<file path="src/rtl/dig_out_pkg.sv">
// Shared constants and register-select encoding for the digital output port.
// The channel stride of 0x10 keeps the legacy three-channel addresses unchanged.
package dig_out_pkg;

   typedef enum logic [1:0] {
      REG_DATA  = 2'd0,
      REG_SET   = 2'd1,
      REG_CLR   = 2'd2,
      REG_PULSE = 2'd3
   } reg_sel_t;

   localparam logic [15:0] CH_STRIDE     = 16'h10;
   localparam int unsigned PULSE_LEN_LSB = 16;

endpackage

</file>
<file path="src/rtl/dig_out_port_n_if.sv">
// Bus-side signals of the digital output port, seen from the slave's point of view.
interface dig_out_port_n_if;

   logic [31:0] iADR;
   logic [31:0] iDAT;
   logic [31:0] oDAT;
   logic        iWE;
   logic        iSTB;
   logic        oACK;

   modport master (
      output iADR, iDAT, iWE, iSTB,
      input  oDAT, oACK
   );

   modport slave (
      input  iADR, iDAT, iWE, iSTB,
      output oDAT, oACK
   );

endinterface

</file>
<file path="src/rtl/dig_out_port_n_chan.sv">
// One output channel: output register, pulse mask and self-timed down-counter.
// Bus writes take priority over the channel's own pulse expiry.
module dig_out_chan
   import dig_out_pkg::*;
#(
   parameter int unsigned DW    = 8,
   parameter int unsigned CNT_W = 16
) (
   input  logic             i_clk,
   input  logic             i_rst,
   input  logic             i_wr,
   input  reg_sel_t         i_sel,
   input  logic [DW-1:0]    i_data,
   input  logic [CNT_W-1:0] i_len,
   output logic [DW-1:0]    o_out,
   output logic [DW-1:0]    o_mask,
   output logic [CNT_W-1:0] o_cnt,
   output logic             o_busy
);

   logic [DW-1:0]    r_out;
   logic [DW-1:0]    r_mask;
   logic [CNT_W-1:0] r_cnt;

   logic [DW-1:0]    w_out_nxt;
   logic [DW-1:0]    w_mask_nxt;
   logic [CNT_W-1:0] w_cnt_nxt;
   logic             w_expire;

   assign w_expire = (r_cnt == CNT_W'(1));

   always_comb begin
      w_out_nxt  = r_out;
      w_mask_nxt = r_mask;
      w_cnt_nxt  = r_cnt;

      if (r_cnt != '0) begin
         w_cnt_nxt = r_cnt - CNT_W'(1);
         if (w_expire) begin
            w_out_nxt  = r_out ^ r_mask;
            w_mask_nxt = '0;
         end
      end

      if (i_wr) begin
         unique case (i_sel)
            REG_DATA: begin
               w_out_nxt  = i_data;
               w_mask_nxt = '0;
               w_cnt_nxt  = '0;
            end
            REG_SET: begin
               w_out_nxt  = r_out | i_data;
               w_mask_nxt = '0;
               w_cnt_nxt  = '0;
            end
            REG_CLR: begin
               w_out_nxt  = r_out & ~i_data;
               w_mask_nxt = '0;
               w_cnt_nxt  = '0;
            end
            REG_PULSE: begin
               // Old mask is still applied to r_out, so one XOR both restores and re-arms.
               if (i_len != '0) begin
                  w_out_nxt  = r_out ^ r_mask ^ i_data;
                  w_mask_nxt = i_data;
                  w_cnt_nxt  = i_len;
               end
            end
            default: ;
         endcase
      end
   end

   always_ff @(posedge i_clk or posedge i_rst) begin
      if (i_rst) begin
         r_out  <= '0;
         r_mask <= '0;
         r_cnt  <= '0;
      end else begin
         r_out  <= w_out_nxt;
         r_mask <= w_mask_nxt;
         r_cnt  <= w_cnt_nxt;
      end
   end

   assign o_out  = r_out;
   assign o_mask = r_mask;
   assign o_cnt  = r_cnt;
   assign o_busy = (r_cnt != '0);

endmodule

</file>
<file path="src/rtl/dig_out_port_n.sv">
// Parametrised digital output port: address decode, per-channel instances,
// read mux, single-cycle acknowledge and registered read data.
module dig_out_port_n
   import dig_out_pkg::*;
#(
   parameter int unsigned NUM_CH = 3,
   parameter int unsigned DW     = 8,
   parameter int unsigned CNT_W  = 16
) (
   input  logic                 iCLK,
   input  logic                 iRST,
   dig_out_port_n_if.slave      bus,
   output logic [NUM_CH*DW-1:0] oDOUT,
   output logic [NUM_CH-1:0]    oPULSE_BUSY
);

   logic [3:0]       w_ch;
   reg_sel_t         w_sel;
   logic             w_acc;
   logic [NUM_CH-1:0] w_wr;
   logic [31:0]      w_rd;
   logic             w_unused;

   logic [DW-1:0]    w_out  [NUM_CH];
   logic [DW-1:0]    w_mask [NUM_CH];
   logic [CNT_W-1:0] w_cnt  [NUM_CH];

   logic             r_ack;
   logic [31:0]      r_dat;

   assign w_ch     = bus.iADR[7:4];
   assign w_sel    = reg_sel_t'(bus.iADR[3:2]);
   assign w_acc    = bus.iSTB & ~r_ack;
   assign w_unused = ^{bus.iADR[31:8], bus.iADR[1:0], bus.iDAT};

   for (genvar k = 0; k < NUM_CH; k++) begin : g_ch
      assign w_wr[k] = w_acc & bus.iWE & (w_ch == 4'(k));

      dig_out_chan #(
         .DW    (DW),
         .CNT_W (CNT_W)
      ) u_chan (
         .i_clk  (iCLK),
         .i_rst  (iRST),
         .i_wr   (w_wr[k]),
         .i_sel  (w_sel),
         .i_data (bus.iDAT[DW-1:0]),
         .i_len  (bus.iDAT[PULSE_LEN_LSB +: CNT_W]),
         .o_out  (w_out[k]),
         .o_mask (w_mask[k]),
         .o_cnt  (w_cnt[k]),
         .o_busy (oPULSE_BUSY[k])
      );

      assign oDOUT[k*DW +: DW] = w_out[k];
   end

   // Channels at or above NUM_CH match no index and read as zero.
   always_comb begin
      w_rd = '0;
      for (int unsigned k = 0; k < NUM_CH; k++) begin
         if (w_ch == 4'(k)) begin
            if (w_sel == REG_PULSE) begin
               w_rd[DW-1:0]                 = w_mask[k];
               w_rd[PULSE_LEN_LSB +: CNT_W] = w_cnt[k];
            end else begin
               w_rd[DW-1:0] = w_out[k];
            end
         end
      end
   end

   always_ff @(posedge iCLK or posedge iRST) begin
      if (iRST) begin
         r_ack <= 1'b0;
         r_dat <= '0;
      end else begin
         r_ack <= w_acc;
         r_dat <= (w_acc & ~bus.iWE) ? w_rd : '0;
      end
   end

   assign bus.oACK = r_ack;
   assign bus.oDAT = r_dat;

endmodule

</file>
<file path="src/flat_wrapper.sv">
// flat-port wrapper written by rule: the top's interface ports become plain ports
module dig_out_port_n_flat import dig_out_pkg::*;
#(
   parameter int unsigned NUM_CH = 3,
   parameter int unsigned DW     = 8,
   parameter int unsigned CNT_W  = 16
)
  (iCLK, iRST, oDOUT, oPULSE_BUSY, bus_iADR, bus_iDAT, bus_iWE, bus_iSTB, bus_oDAT, bus_oACK);
  dig_out_port_n_if bus_i ();
  input  logic iCLK;
  input  logic iRST;
  output logic [NUM_CH*DW-1:0] oDOUT;
  output logic [NUM_CH-1:0] oPULSE_BUSY;
  input wire logic [$bits(bus_i.iADR)-1:0] bus_iADR;
  input wire logic [$bits(bus_i.iDAT)-1:0] bus_iDAT;
  input wire logic [$bits(bus_i.iWE)-1:0] bus_iWE;
  input wire logic [$bits(bus_i.iSTB)-1:0] bus_iSTB;
  output wire logic [$bits(bus_i.oDAT)-1:0] bus_oDAT;
  output wire logic [$bits(bus_i.oACK)-1:0] bus_oACK;
  assign bus_i.iADR = bus_iADR;
  assign bus_i.iDAT = bus_iDAT;
  assign bus_i.iWE = bus_iWE;
  assign bus_i.iSTB = bus_iSTB;
  assign bus_oDAT = bus_i.oDAT;
  assign bus_oACK = bus_i.oACK;
  dig_out_port_n #(.NUM_CH(NUM_CH), .DW(DW), .CNT_W(CNT_W)) u_core (.iCLK(iCLK), .iRST(iRST), .bus(bus_i), .oDOUT(oDOUT), .oPULSE_BUSY(oPULSE_BUSY));
endmodule
</file>
<file path="config.mk">
export PLATFORM = sky130hd
export DESIGN_NAME = dig_out_port_n_flat
export DESIGN_NICKNAME = d
export VERILOG_FILES = /design/src/rtl/dig_out_pkg.sv /design/src/rtl/dig_out_port_n_if.sv /design/src/rtl/dig_out_port_n_chan.sv /design/src/rtl/dig_out_port_n.sv /design/src/flat_wrapper.sv
export SDC_FILE = /design/constraint.sdc
export NUM_CORES = 1
export LEC_CHECK = 0
export CORE_MARGIN = 2
export CORE_UTILIZATION = 25
export CTS_BUF_LIST = sky130_fd_sc_hd__clkbuf_4
export DETAILED_ROUTE_END_ITERATION = 6
export PLACE_DENSITY = 0.44
export SYNTH_ARGS = -nofsm -noshare
export SYNTH_HDL_FRONTEND = slang
export SYNTH_SLANG_ARGS = --single-unit
</file>
<file path="constraint.sdc">
create_clock -name iCLK -period 7.4 [get_ports iCLK]
set_input_delay 1.48 -clock iCLK [delete_from_list [all_inputs] [get_ports iCLK]]
set_output_delay 1.48 -clock iCLK [all_outputs]
set_load 0.02 [all_outputs]
</file>
# == Word level (Yosys, flattened, before mapping) ==
# Cells that the tools add are included.
# word_totals
ff_bits,129
latch_bits,0
ram_bits,0
rom_bits,0
input_bits,68
output_inout_bits,60
wordCells,105
memories,0
# classes
add_sub_neg,3
n_mul,0
div_mod_pow,0
magnitude_cmp,0
n_eq_ne,8
shifts,0
n_mux,55
bitwise_logic,21
reduce_logical,7
# ops
operator,n
two-way mux 16 bit,15
two-way mux 8 bit,30
one-hot mux 16 bit (2 select lines),3
one-hot mux 8 bit (4 select lines),3
nonzero test 16 bit,4
equality test 16 x 1 -> 1 bit (second input constant),3
one-hot mux 8 bit (2 select lines),3
subtractor 16 x 1 -> 16 bit (second input constant),3
XOR 8 bit,6
two-way mux 32 bit,1
bitwise AND 8 bit,3
bitwise OR 8 bit,3
NOT 8 bit,1
bitwise AND 1 bit,6
equality test 2 bit (second input constant),2
equality test 4 x 1 -> 1 bit (second input constant),1
equality test 4 x 2 -> 1 bit (second input constant),1
zero test 4 bit,1
OR reduction 3 bit,1
equality test 2 x 1 -> 1 bit (second input constant),1
zero test 2 bit,1
NOT 1 bit,2

# == Longest topological paths before layout ==
# Gate-level depths: netlist of run 1.
# logic_depth
depth_word,8
ltp_mapped,9
mapped_depth_nobuf,8

# == Modules after synthesis ==
# A second synthesis of run 1 with hierarchy kept.
# hier_totals
cells_unflattened,1061
area_unflattened_um2,8758.4
# by_module_without_submodules
mod,n_inst,cells_per_inst,area_per_inst_um2,seq_area_each_um2
dig_out_chan (u_core.g_ch[1].u_chan ...),2,287,2366.0,800.8
dig_out_chan (u_core.g_ch[0].u_chan),1,301,2316.0,800.8
dig_out_port_n,1,186,1710.4,625.6

# == Worst setup path after synthesis of run 1 ==
# No wires, ideal clock.
# synth_path
kind,in2reg
from,input port bus_iDAT[19]
to,register u_core.g_ch[1].u_chan.r_out[3]
setup_ns,0.126
arrival_ns,2.925
required_ns,7.274
path_slack_ns,4.349
stages,6
n_path_buf,0
cell_sequence,nor4_1 nand4_2 nor3_2 nor2_1 xnor2_1 a311o_1
# synth_between
elab_chain_cells,4
# synth_rtl
element,line_no,source
start: declaration,flat_wrapper.sv:15,input wire logic [$bits(bus_i.iDAT)-1:0] bus_iDAT;
nonzero test 16 bit,dig_out_port_n_chan.sv:64,if (i_len != '0) begin
two-way mux 8 bit,dig_out_port_n_chan.sv:64,
one-hot mux 8 bit (4 select lines),dig_out_port_n_chan.sv:46,unique case (i_sel)
two-way mux 8 bit,dig_out_port_n_chan.sv:45,if (i_wr) begin
named net u_core.g_ch[1].u_chan.w_out_nxt[3],dig_out_port_n_chan.sv:25,logic [DW-1:0] w_out_nxt;
end signal: assignment,dig_out_port_n_chan.sv:81,r_out <= w_out_nxt;
end: declaration,dig_out_port_n_chan.sv:21,logic [DW-1:0] r_out;
# The timed path passes the listed nets, and every way through them passes these cells.

# == Worst setup path after layout of run 1 ==
# layout_path
from,input port bus_iADR[4]
to,register u_core.g_ch[1].u_chan.r_mask[5]
# layout_between
elab_chain_cells,3
# layout_rtl
element,line_no,source
start: declaration,flat_wrapper.sv:14,input wire logic [$bits(bus_i.iADR)-1:0] bus_iADR;
equality test 4 x 1 -> 1 bit,dig_out_port_n.sv:37,assign w_wr[k] = w_acc & bus.iWE & (w_ch == 4'(k));
bitwise AND 1 bit,dig_out_port_n.sv:37,
two-way mux 8 bit,dig_out_port_n_chan.sv:45,
named net u_core.g_ch[1].u_chan.w_mask_nxt[5],dig_out_port_n_chan.sv:26,logic [DW-1:0] w_mask_nxt;
end signal: assignment,dig_out_port_n_chan.sv:82,r_mask <= w_mask_nxt;
end: declaration,dig_out_port_n_chan.sv:22,logic [DW-1:0] r_mask;
# The timed path passes the listed nets, and every way through them passes these cells.

==> results of run 1 <==
-- flip-flops by register name, summed over array words and instances (netlist names) --
register,flops
u_core.bus.oACK,1
u_core.bus.oDAT,24
u_core.g_ch.u_chan.o_mask,24
u_core.g_ch.u_chan.o_cnt,48
u_core.g_ch.u_chan.o_out,24
-- cell usage in the layout, fill, tap and decap left out, drive strengths merged, types with 6 or more instances in the layout --
cell type,instances
a222oi,16
buf,10
xor2,13
nand4,20
nand2b,22
a22o,8
or2,10
nor2b,14
nor3b,10
o311ai,8
a31oi,17
mux2i,15
o31ai,10
o211ai,9
nor2,114
nand3,34
nand4b,13
nor4,14
o21ai,96
inv,22
a32o,25
nand2,114
o22ai,12
clkdlybuf4s50,85
conb,8
clkbuf,18
nor3,23
xnor2,40
or4,7
dfrtp,121
ha,6
o221ai,8
a21oi,36
-- path summary, 6_finish.rpt --
kind / slack (ns) / depth (start not counted) / end
hold reg to reg: 0.47 / 1 / u_core.bus.oACK
setup / recovery: 2.60 / 7 / u_core.g_ch[1].u_chan.o_mask[5]
max in group asynchronous: 4.60 / 3 / u_core.g_ch[2].u_chan.o_mask[1]
min in group asynchronous: 1.38 / 2 / u_core.g_ch[0].u_chan.o_cnt[7]
setup reg to reg: 4.46 / 5 / u_core.g_ch[1].u_chan.o_mask[5]
hold / removal: 0.47 / 1 / u_core.bus.oACK
-- kinds of logic after synthesis --
group | share of synthesized area (%)
and+or+nand+nor | 27.4
AOI/OAI and AO/OA | 22.1
DFF | 36.7
buffers and inverters | 5.33
xor gates and xnor gates | 5.63
muxes | 1.82
adders and majority gates | 0.911
other | 0.0455
-- power breakdown --
group          internal (mW)  switching (mW)
clock network          0.274           0.297
logic                  0.308           0.343
registers              0.799           0.272
total                   1.38           0.912
-- layer usage --
layer | vias to the layer above | track usage [%] | routed length [microns]
met5 | - | 0 | 0
met4 | 0 | 4.09 | 335
met3 | 20 | 3.35 | 2210
met2 | 293 | 26.6 | 13200
met1 | 3877 | 28.2 | 15500
li1 | 3716 | - | -
-- final cells by class --
type,count,area share (%)
Timing Repair Buffer,95,9.54
Sequential cell,121,31.2
Tap cell,442,5.70
Clock inverter,13,1.98
Multi-Input combinational cell,776,49.5
Inverter,18,0.722
Antenna cell,1,0.0258
Clock buffer,18,1.39
-- metrics by stage --
stage	std cells	power, mW	hold slack, ns	util (%)
floorplan	995	1.46	0.533	-
global placement	1452	1.72	0.449	28.8
detailed placement	1452	1.72	0.450	28.8
CTS	1483	2.30	0.470	29.8
global route	1484	2.44	0.528	29.8
finish	1484	2.29	0.467	29.8
-- critical path: cells and delay by family --
kind / cells / cell delay (ns)
AOI/OAI and AO/OA: 1 / 0.29
buffers and inverters: 2 / 1.33
and+or+nand+nor: 4 / 2.14
==> results.txt, run 1 <==
Mapped Area = 0.00824 sq mm
DIE AREA = 0.0344 sq mm
Seq cells post-synth = 121
CP Class = input port to flip-flop
status = finished, final reports clean
post-route setup TNS = 0 ns
Period minus WS final = 4.80 ns
Top FF cell, synth = dfrtp_1
Die Y = 186 microns
area delta synth->final = 17.8%
crit-path max cell delay = 0.97 ns
nets = 1,103
clk slew on worst S/H paths = 0.13 ns
initial core utilization = 25.3%
Die X = 186 microns
Area contributors post-synth = dfrtp_1 37%, o21ai_0 5.3%, nand2_1 5.2%
Post-Route WL = 31,200 microns
vias in the first global route = 7,392
layout cell share with drive strength beyond 1 = 7.30%
FF+latch area = 0.00303 sq mm
Synth area leader = dfrtp_1
Post-Syn Instances = 988
gpl congestion = 0.858
Critical Path Source Type = input port
placed cell area = 0.00938 sq mm
Via density = 5.33
endpoints failing hold = 0
Setup Viol. Count Final = 0
Slew headroom = 21.8%
# fillers = 3,499
Core ar. = 0.0325 sq mm
IR drop worst, VDD = 0.0000962 V
Hold Startpoint = u_core.bus.oACK
Placement Setup Slack = 1.99 ns
Final Max Slew Viols = 0
hpwl dp = 21,500 microns
area of the multi-input gates = 0.00480 sq mm
Root Buffer = clkbuf_4
Critical Path AT = 5.26 ns
Post-synth top cells = 121 x dfrtp_1, 114 x nand2_1, 108 x nor2_1
Critical Path End Type = flip-flop
DRC = 0
post-route ant nets = 0
GRT overflow = 0
Max Clk Rate = 209 MHz
Vias = 7,906
initial antenna violation count = 1
count of input and output buffers = 85
Resize count post-CTS = 0
Critical path origin = bus_iADR[4]
RR Startpoint = u_core.bus.oACK
Slew @ Worst Pin = 1.17 ns
Synth top area share = 36.7%
Routed wire per std cell = 21.0 microns
Initial DRC Count = 849
WP data required = 7.86 ns
Clock Skews = 0.0344 ns
Async S/R FF share, synth = 100%
Boundary Pins = 128
Power Density = 236 mW/mm^2
first-pass GRT wire length = 47,500 microns
sequential share of the synthesized area = 36.7%
Hold Buf Count CTS = 0
H-tree depth = 4
max cap viols = 0
library cells used by synthesis = 70
crit-path cells = clkdlybuf4s50_1, nor4b_4, buf_4, nand2_1, nor2_1, nor2_2, a32o_1
DR pass1 iterations = 6
crit-path max FO = 28
RSZ-0062 raised after global routing = false
Synth warnings = 0
Clock Path Buffers = 2
HP Class = flip-flop to flip-flop
number of synthesized flops with an enable pin = 0
CTS Buf Count = 17
LEAKAGE = 3.48 nW
Clk Latency, worst-skew pair = 0.59 ns
fin area = 0.00971 sq mm
clock sinks = 121
GR Util All Layers = 18.4%
CTS tree = done
count leader, synth = dfrtp_1
worst setup slack after layout = 2.60 ns
Post-Syn Area per Cell = 8.34 sq um
pin count of the biggest net entering global routing = 67
Final period util = 64.8%
FP Rows = 66
cell type of the slowest stage on the worst timing path = nor2_1
Post-CTS Setup Bufs = 0
Power figures use the tool's default switching activity.
==> run 2, diff against run 1 <==
clock period = 4.7 ns   (was 7.4 ns; I/O delays follow)
==> results.txt, run 2 (synthesized netlist as in run 1, its figures left out) <==
Routed wire per std cell = 20.2 microns
DRC = 0
H-tree depth = 4
Final period util = 79.5%
Critical Path Stages = 4
worst setup slack after layout = 0.962 ns
clk slew on worst S/H paths = 0.13 ns
Setup Viol. Count Final = 0
Critical path origin = u_core.g_ch[0].u_chan.o_cnt[10]
initial core utilization = 25.3%
delay-heaviest family, CP = simple AND/OR/NAND/NOR gates
Post-Route WL = 30,200 microns
status = finished, final reports clean
max cap viols = 0
layout cell share with drive strength beyond 1 = 8.26%
crit-path max cell delay = 0.63 ns
GR Util All Layers = 17.9%
post-layout util = 30.0%
Buf+Inv Stages, Crit Path = 1
vias in the first global route = 7,353
clock sinks = 121
CTS Buf Count = 17
Max Clk Rate = 268 MHz
Core ar. = 0.0325 sq mm
nets = 1,115
cell type of the slowest stage on the worst timing path = clkdlybuf4s50_1
Die Y = 186 microns
Root Buffer = clkbuf_4
Hold Buf Count CTS = 0
Slew headroom = 29.8%
area delta synth->final = 18.5%
Hold Startpoint = u_core.bus.oACK
Die X = 186 microns
crit-path max FO = 9
HP Class = flip-flop to flip-flop
max FFs per register = 48
most frequent cells in the layout = 121 x dfrtp_1, 114 x nand2_1, 108 x nor2_1, 88 x o21ai_0, 85 x clkdlybuf4s50_1
Clk Latency, worst-skew pair = 0.57 ns
Critical Path End Type = output port
Non-Filler Instances = 1,496
DR pass1 iterations = 7
DIE AREA = 0.0344 sq mm
Clock Skews = 0.0206 ns
Boundary Pins = 128
crit-path cells = or4_4, nor4_4, nand3_2, clkdlybuf4s50_1
Critical R2R Capture = u_core.g_ch[1].u_chan.o_cnt[11]
RR Startpoint = u_core.g_ch[1].u_chan.o_cnt[0]
hpwl dp = 21,600 microns
IR drop worst, VDD = 0.000127 V
fin area = 0.00977 sq mm
first-pass GRT wire length = 46,600 microns
Vias = 7,876
CP Class = flip-flop to output port
Period minus WS final = 3.74 ns
placed cells = 1,464
Post-CTS Setup Bufs = 0
count of input and output buffers = 85
endpoints failing hold = 0
Critical Path Source Type = flip-flop
commonest non-fill, non-tap cell in the layout = dfrtp_1
Resize count post-CTS = 0
Power Density = 363 mW/mm^2
Min Hold Slack = 0.463 ns
RSZ-0062 raised after global routing = false
Slew @ Worst Pin = 1.05 ns
FP Rows = 66
WP data required = 3.76 ns
GRT overflow = 0
CTS tree = done
gpl congestion = 0.872
Via density = 5.26
Worst R2R Setup Slack = 2.06 ns
Final Max Slew Viols = 0
post-route ant nets = 0
pin count of the biggest net entering global routing = 70
post-route setup TNS = 0 ns
R2R cell count = 8
Total Power = 3.54 mW
end of the critical path = oPULSE_BUSY[0]
Placement Setup Slack = 0.745 ns
Critical Path AT = 2.80 ns
placed cell area = 0.00948 sq mm
Initial DRC Count = 800
initial antenna violation count = 1
Clock Path Buffers = 2
LEAKAGE = 3.52 nW
-- run 2: area by class of cell --
type	instances	area, sq um
sequential	121	3030
clock inverter	10	128
clock buffer	21	158
timing repair buffer	107	1030
fill	3548	22800
multi-input combinational	776	4800
inverter	18	70.1
tap	442	553
antenna	1	2.50
-- run 2: how the worst min path moves through the flow --
stage / cells past startpoint / endpoint / slack (ns)
global placement: 1 / u_core.bus.oACK / 0.44
global route: 1 / u_core.bus.oACK / 0.51
floorplan: 2 / u_core.bus.oDAT[17] / 0.53
detailed placement: 1 / u_core.bus.oACK / 0.45
CTS: 1 / u_core.bus.oACK / 0.47
finish: 1 / u_core.bus.oACK / 0.46
-- run 2: per-layer routing --
layer,vias up,part of all wire (%),GRT usage (%)
met5,-,0,0
met4,0,0.93,3.87
met3,16,6.1,2.90
met2,263,43,25.6
met1,3856,50,27.8
li1,3741,-,-
-- run 2: power by group --
group	switching (mW)	leakage [nW]	internal, mW
clock	0.432	0.154	0.383
sequential	0.438	1.55	1.26
combinational	0.542	1.82	0.489
==> run 3, diff against run 2 <==
PLACE_DENSITY = 0.46   (was 0.44)
clock period = 3.26 ns   (was 4.7 ns; I/O delays follow)
==> results.txt, run 3 (synthesized netlist as in run 1, its figures left out) <==
status = finished, final reports clean
Period minus WS final = 3.02 ns
placed cells = 1,513
DRC = 0
post-route ant nets = 0
Critical Path Source Type = flip-flop
Initial DRC Count = 976
post-layout util = 31.5%
HP Class = flip-flop to flip-flop
initial antenna violation count = 1
Power Density = 512 mW/mm^2
Clock Path Buffers = 2
DR pass1 iterations = 6
Max Clk Rate = 331 MHz
crit-path max FO = 5
CTS tree = done
Setup Viol. Count Final = 0
max FFs per register = 48
clk slew on worst S/H paths = 0.12 ns
area of the multi-input gates = 0.00483 sq mm
Slew @ Worst Pin = 1.20 ns
Non-Filler Instances = 1,547
met3 routed WL = 2430 microns
H-tree depth = 4
Die Y = 186 microns
# fillers = 3,488
Final Max Slew Viols = 0
WP data required = 2.61 ns
Die X = 186 microns
Critical Path End Type = output port
first-pass GRT wire length = 48,400 microns
post-route setup TNS = 0 ns
wire length on met1 = 15,300 microns
Core ar. = 0.0325 sq mm
highest routed metal layer = met4
most frequent cells in the layout = 121 x dfrtp_1, 114 x nand2_1, 108 x nor2_1, 88 x o21ai_0, 82 x clkdlybuf4s50_1
Routed wire per std cell = 20.6 microns
Boundary Pins = 128
endpoints failing hold = 0
hpwl dp = 22,900 microns
Flop pwr share = 46.8%
Logic pwr share = 29.2%
internal power = 3.16 mW
gpl congestion = 0.832
Clk Latency, worst-skew pair = 0.58 ns
commonest non-fill, non-tap cell in the layout = dfrtp_1
GRT overflow = 0
CTS Buf Count = 17
Critical Path AT = 2.37 ns
IR drop worst, VDD = 0.000186 V
vias in the first global route = 7,631
area delta synth->final = 24.3%
Switch Pwr = 2.09 mW
sw frac = 39.8%
CP Class = flip-flop to output port
Via density = 5.35
FP Rows = 66
Slew headroom = 19.9%
Min Hold Slack = 0.464 ns
LEAKAGE = 3.79 nW
pin count of the biggest net entering global routing = 54
metal2 WL = 13,800 microns
Post-Route WL = 31,900 microns
DIE AREA = 0.0344 sq mm
Clock Skews = 0.0234 ns
nets = 1,166
layout cell share with drive strength beyond 1 = 12.7%
count of input and output buffers = 85
initial core utilization = 25.3%
max cap viols = 0
RSZ-0062 raised after global routing = false
GR Util All Layers = 18.8%
clock sinks = 121
Clk pwr share = 24.0%
FF+latch area = 0.00303 sq mm
Vias = 8,270
Root Buffer = clkbuf_4
Final period util = 92.6%
[run 3: cell types whose count changed in the layout (fill, tap and decap cells not counted), moves of 2 or more]
| cell | previous run | this run |
|---|---|---|
| nor4_4 | 3 | 5 |
| clkbuf_4 | 21 | 18 |
| inv_6 | 0 | 2 |
| clkdlybuf4s50_1 | 85 | 82 |
| buf_4 | 21 | 69 |
| nor4_2 | 2 | 0 |
| buf_12 | 1 | 4 |
| dlymetal6s2s_1 | 0 | 2 |
[run 3: what timing repair did]
item | CTS | global route
setup buffers | 0 | 2
hold buffers | 0 | 0
pin swaps | 0 | 1
endpoints found under the setup margin | 2 | 2
gates resized for setup | 3 | 4
[run 3: critical path, stage by stage, from the launching register on]
cell and delay (ns):
dfrtp_1 0.47, or4_4 0.60, nor3_4 0.25, nand3_2 0.13, dlygate4sd2_1 0.35
[run 3: final timing paths]
check / from / end / slack, ns / cells past startpoint
min in group asynchronous: iRST / u_core.g_ch[0].u_chan.o_cnt[15] / 0.53 / 2
hold reg to reg: u_core.bus.oACK / u_core.bus.oACK / 0.46 / 1
hold / removal: u_core.bus.oACK / u_core.bus.oACK / 0.46 / 1
setup reg to reg: u_core.g_ch[1].u_chan.o_cnt[0] / u_core.g_ch[1].u_chan.o_cnt[11] / 0.80 / 9
setup / recovery: u_core.g_ch[0].u_chan.o_cnt[6] / oPULSE_BUSY[0] / 0.24 / 4
max in group asynchronous: iRST / u_core.g_ch[2].u_chan.o_mask[0] / 1.99 / 3
[run 3: per-layer routing]
layer / vias to the layer above / track usage (%)
li1: 3844 / -
met1: 4085 / 27.8
met2: 319 / 27.6
met3: 22 / 4.09
met4: 0 / 4.35
met5: - / 0
[run 3: power groups by stage]
stage / registers, mW / logic (mW) / clock network (mW)
2_1_floorplan: 2.25 / 1.06 / 0
3_3_place_gp: 2.44 / 1.50 / 0
3_5_place_dp: 2.44 / 1.52 / 0
4_1_cts: 2.42 / 1.53 / 1.30
5_1_grt: 2.51 / 1.71 / 1.37
6_report: 2.46 / 1.53 / 1.26
[run 3: final cells by class]
type	instances	share of cell area, %
diodes	1	0.0244
inverters	18	0.696
flip-flops and latches	121	29.5
clock inverters	13	1.72
well taps	442	5.40
repair buffers	158	14.2
clock buffers	18	1.32
multi-input cells	776	47.1
[run 3: metrics by stage]
stage	cell area [sq um]	total power [mW]	worst slack, ns
after floorplan	8270	3.31	1.01
after global placement	9890	3.94	0.0396
after detailed placement	9890	3.96	-0.000831
after CTS	10200	5.25	0.00226
after global routing	10200	5.59	0.126
final	10200	5.25	0.241
